### src/rtl/brick_sort_ctrl.sv
// brick_sort_ctrl: loads a frame of N serial elements, launches the parallel sort
// core, waits for its result with a sticky timeout, and unloads the result serially.
module brick_sort_ctrl #(
  parameter int LOG_INPUT_NUM = 4,
  parameter int DATA_WIDTH    = 32,
  parameter int TIMEOUT       = 64
) (
  input  logic                                       clk,
  input  logic                                       rst,
  input  logic                                       in_valid,
  output logic                                       in_ready,
  input  logic [DATA_WIDTH-1:0]                      in_data,
  output logic [DATA_WIDTH*(2**LOG_INPUT_NUM)-1:0]   core_x,
  output logic                                       core_x_valid,
  input  logic [DATA_WIDTH*(2**LOG_INPUT_NUM)-1:0]   core_y,
  input  logic                                       core_y_valid,
  output logic                                       out_valid,
  input  logic                                       out_ready,
  output logic [DATA_WIDTH-1:0]                      out_data,
  output logic                                       out_last,
  output logic                                       busy,
  output logic                                       err
);

  localparam int                N          = 2**LOG_INPUT_NUM;
  localparam int                IDX_W      = LOG_INPUT_NUM;
  localparam logic [IDX_W-1:0]  IDX_LAST   = IDX_W'(N-1);
  localparam int                TCNT_W     = 16;
  localparam logic [TCNT_W-1:0] TCNT_LIMIT = TCNT_W'(TIMEOUT-1);

  typedef enum logic [2:0] {
    S_IDLE,
    S_LOAD,
    S_LAUNCH,
    S_WAIT,
    S_UNLOAD
  } state_t;

  state_t                       state;
  logic [IDX_W-1:0]             idx;
  logic [TCNT_W-1:0]            tcnt;
  logic [N-1:0][DATA_WIDTH-1:0] ibuf;
  logic [N-1:0][DATA_WIDTH-1:0] obuf;

  logic                         in_fire;
  logic                         out_fire;
  logic [IDX_W-1:0]             idx_inc;
  logic [TCNT_W-1:0]            tcnt_inc;

  assign in_fire  = in_valid & in_ready;
  assign out_fire = out_valid & out_ready;
  assign idx_inc  = idx + IDX_W'(1);
  assign tcnt_inc = tcnt + TCNT_W'(1);

  // The input buffer is presented to the core at all times; it only changes while loading.
  assign core_x = ibuf;

  always_ff @(posedge clk or posedge rst) begin
    if (rst) begin
      state        <= S_IDLE;
      idx          <= '0;
      tcnt         <= '0;
      err          <= 1'b0;
      in_ready     <= 1'b0;
      core_x_valid <= 1'b0;
      out_valid    <= 1'b0;
      out_last     <= 1'b0;
      out_data     <= '0;
      busy         <= 1'b0;
      // NOTE: the buffers are cleared on reset so core_x never exposes a stale or aborted frame.
      ibuf         <= '0;
      obuf         <= '0;
    end else begin
      // NOTE: every register here uses <= so all branches see the same pre-edge values.
      core_x_valid <= 1'b0;

      unique case (state)
        S_IDLE: begin
          in_ready <= 1'b1;
          if (in_fire) begin
            ibuf[0] <= in_data;
            idx     <= IDX_W'(1);
            busy    <= 1'b1;
            state   <= S_LOAD;
          end
        end

        S_LOAD: begin
          if (in_fire) begin
            ibuf[idx] <= in_data;
            idx       <= idx_inc;
            if (idx == IDX_LAST) begin
              in_ready     <= 1'b0;
              core_x_valid <= 1'b1;
              state        <= S_LAUNCH;
            end
          end
        end

        S_LAUNCH: begin
          tcnt  <= '0;
          state <= S_WAIT;
        end

        S_WAIT: begin
          // A result arriving on the same cycle as the timeout still wins.
          if (core_y_valid) begin
            obuf      <= core_y;
            idx       <= '0;
            out_valid <= 1'b1;
            out_data  <= core_y[DATA_WIDTH-1:0];
            out_last  <= (IDX_LAST == '0);
            state     <= S_UNLOAD;
          end else if (tcnt_inc == TCNT_LIMIT) begin
            err      <= 1'b1;
            tcnt     <= '0;
            in_ready <= 1'b1;
            busy     <= 1'b0;
            state    <= S_IDLE;
          end else begin
            tcnt <= tcnt_inc;
          end
        end

        S_UNLOAD: begin
          if (out_fire) begin
            if (idx == IDX_LAST) begin
              idx       <= '0;
              out_valid <= 1'b0;
              out_last  <= 1'b0;
              in_ready  <= 1'b1;
              busy      <= 1'b0;
              state     <= S_IDLE;
            end else begin
              idx      <= idx_inc;
              out_data <= obuf[idx_inc];
              out_last <= (idx_inc == IDX_LAST);
            end
          end
        end

        default: begin
          in_ready  <= 1'b1;
          out_valid <= 1'b0;
          out_last  <= 1'b0;
          busy      <= 1'b0;
          idx       <= '0;
          state     <= S_IDLE;
        end
      endcase
    end
  end

endmodule

### config.mk
export PLATFORM = sky130hd
export DESIGN_NAME = brick_sort_ctrl
export DESIGN_NICKNAME = d
export VERILOG_FILES = /design/src/rtl/brick_sort_ctrl.sv
export SDC_FILE = /design/constraint.sdc
export NUM_CORES = 2
export LEC_CHECK = 0
export CORE_AREA = 2 2 432 434
export DETAILED_ROUTE_END_ITERATION = 10
export DIE_AREA = 0 0 434 436
export GPL_ROUTABILITY_DRIVEN = 0
export HOLD_SLACK_MARGIN = 0.06
export PLACE_DENSITY = 0.59
export SYNTH_ARGS = -nofsm -noshare
export SYNTH_HDL_FRONTEND = slang
export SYNTH_SLANG_ARGS = --single-unit
### constraint.sdc
create_clock -name clk -period 41.1 [get_ports clk]
set_input_delay 8.22 -clock clk [delete_from_list [all_inputs] [get_ports clk]]
set_output_delay 8.22 -clock clk [all_outputs]
set_load 0.01 [all_outputs]
==> metrics.yaml <==
status: "finished, final reports clean"
ant_nets: 0
fin_setup_tns_ns: 0
drtIter0Drc: 2214
fmax_mhz: 80.0
grt_overflow: 0
p_leak_nw: 30.2
yosys.area.top_type_share: 0.602
synthAdderAreaFrac: 0.00167
synthArstFlopShare: 1.00
dp_hpwl_mm: 113
netlist_area_sq_um: 45100
wirelength_mm: 159
drc: 0
clk_latency_ns: 0.78
clock_skew_ns: 0.0430
die_y_um: 436
avgSynthCellArea_sq_um: 11.7
synthDistinctLibCells: 49
peakVddDrop_mv: 0.0303
first_pass_iters: 5
cts_tree: "yes"
portBuffers: 1098
initial_core_util: 0.244
grt_pass1_wl_mm: 232
via_per_inst: 4.40
cts.path.max_buffers: 3
rr_worst_depth: 7
antenna_found_initial: 43
grt_pass1_vias: 34358
worst_setup_path_start_kind: "input port"
clkPwrFrac: 0.487
root_buffer: "clkbuf_16"
yosys.area_share.simple: 0.146
rows: 158
p_int_mw: 1.76
power.density_cell_area_nw_per_um2: 36.0
pre_cts_slack_ns: 27.54
yosysMostFrequentCell: "nand2_1"
rrSetupSlack_ns: 36.15
ys_seq_area_frac: 0.602
drive_above_1_share: 0.190
critical_path.max_stage_delay_ns: 0.84
ys_warn_count: 0
crit_path_frequent_cell: "buf_4"
yosys-top-cells-area: "dfrtp_1 (60%), nand2_1 (13%), mux2_2 (13%), mux4_2 (8.0%), clkbuf_1 (1.7%)"
ctsHoldBuffers: 0
min_path_type: "reg -> reg"
core_area_sq_um: 185000
synth_top_family_by_area: "multiplexers"
cts.clk_slew.worst_paths_ns: 0.06
crit_chain: "clkdlybuf4s50_1, inv_8, buf_4, buf_4, buf_4, buf_4, buf_4"
worst_ep_required_time_ns: 41.86
end_kind: "asynchronous set/reset pin"
grt_max_degree: 208
cp_slowest_cell: "buf_4"
synth_ff_type: "dfrtp_1"
nFillCells: 18513
rsz0062_at_grt: "false"
cts-resized-gates: 0
max_slew_margin: 0.213
yosys.area.top_type: "dfrtp_1"
timing.rr.start: "idx[0]"
critPathMaxFanout: 90
track_usage: 0.165
switching_share: 0.224
syn_inst: 3854
synth_commonest_cells: "nand2_1 (1604), dfrtp_1 (1085), mux2_2 (512), clkbuf_1 (209), mux4_2 (160)"
p_switching_mw: 0.507
clkSinkCount: 1085
synth_nets: 4409
synth_compound_area_frac: 0.0109
p_seq_frac: 0.471
synth_edf_count: 0
hp-start: "err"
ios: 1099
finalWorstSetupSlack_ns: 28.60
synth.mux.area_fraction: 0.215
power_frac_comb: 0.041
path_class: "in -> async"
rr_endpoint: "out_data[25]"
htree_levels: 3
cts_buffers: 116
die-area_sq_um: 189000
setup_viol: 0
num-nets-final: 5421
drv_slew: 0
max_cap_violations: 0
ys_seq_elements: 1085
die_x_um: 434
crit_arrival_ns: 13.26
timing.critical_path.to: "obuf[480]"
wl_per_cell_um: 21.3
syn_to_final_growth_pct: 39.5
route.vias.total: 32883
power_mw: 2.27
min_period_ns: 12.50
crit_start: "rst"
cts_setup_buffers: 0
report.final.hold_viol_count: 0
synth_xor_area_frac: 0.00155
finalCritPeriodShare: 0.304
worst_slew_pin_slew_ns: 1.18
-- sequential cells by signal, summed over array words and instances, names as in the netlist --
register and count:
in_ready 1, idx 4, out_data 32, state 3, busy 1, out_valid 1
err 1, core_x 512, obuf 512, tcnt 16, out_last 1, core_x_valid 1
-- metal layers --
metal,part of all wire,global-route usage,up-vias
li1,-,-,14871
met4,0.051,0.0912,28
met2,0.50,0.284,1037
met1,0.38,0.188,16647
met3,0.064,0.0394,300
met5,0.0011,0,-
-- cell families after synthesis --
family	Yosys count
buf+inv	263
mux	706
fa+ha+maj	6
simple gates	1702
compound gates	84
xor+xnor	8
flops	1085
-- critical path, delay by kind of cell --
kind	cells	cell delay [ns]
buffers and inverters	7	4.75
-- worst min-delay path by stage --
| stage | endpoint | slack, ns | depth (start not counted) |
|---|---|---|---|
| global placement | err | 0.44 | 1 |
| CTS | err | 0.46 | 1 |
| global route | err | 0.48 | 1 |
| detailed placement | err | 0.45 | 1 |
| finish | err | 0.46 | 1 |
| floorplan | obuf[100] | 0.44 | 2 |
-- area by class of cell --
| cell class | count | area [sq um] | share of cell area |
|---|---|---|---|
| Antenna cell | 29 | 72.6 | 0.00115 |
| Multi-Input combinational cell | 2506 | 17100 | 0.272 |
| Clock buffer | 156 | 3230 | 0.0514 |
| Sequential cell | 1085 | 27200 | 0.432 |
| Clock inverter | 56 | 791 | 0.0126 |
| Tap cell | 2480 | 3100 | 0.0493 |
| Timing Repair Buffer | 1148 | 11400 | 0.182 |
| Inverter | 9 | 41.3 | 0.000657 |
-- stage by stage --
step,hold WS [ns],instances,util,cell area [sq um]
global placement,0.444,7228,0.318,58800
CTS,0.463,7440,0.340,62800
global route,0.485,7463,0.340,62900
detailed placement,0.448,7228,0.318,58800
floorplan,0.440,3854,-,45100
finish,0.456,7469,0.341,62900
-- power groups by stage --
stage / Clock [mW] / Combinational [mW] / Sequential, mW
final: 1.10 / 0.0938 / 1.07
after detailed placement: 0 / 0.0959 / 1.09
after floorplan: 0 / 0.0204 / 1.09
after global placement: 0 / 0.0958 / 1.09
after CTS: 1.14 / 0.0963 / 1.07
after global routing: 1.18 / 0.101 / 1.07
-- cell usage in the layout (no fill, tap or decap), types with 8 or more instances in the layout --
cell / count
a21oi_1: 10
buf_4: 46
bufinv_16: 14
clkbuf_1: 22
clkbuf_16: 116
clkbuf_8: 18
clkdlybuf4s50_1: 1098
clkinv_2: 27
dfrtp_1: 1084
diode_2: 29
mux2_2: 512
mux2i_1: 34
mux4_2: 160
nand2_1: 1603
nand3_1: 19
nand3_2: 12
nor2_1: 16
nor3_1: 8
o21ai_0: 48
Power figures use the tool's default switching activity.
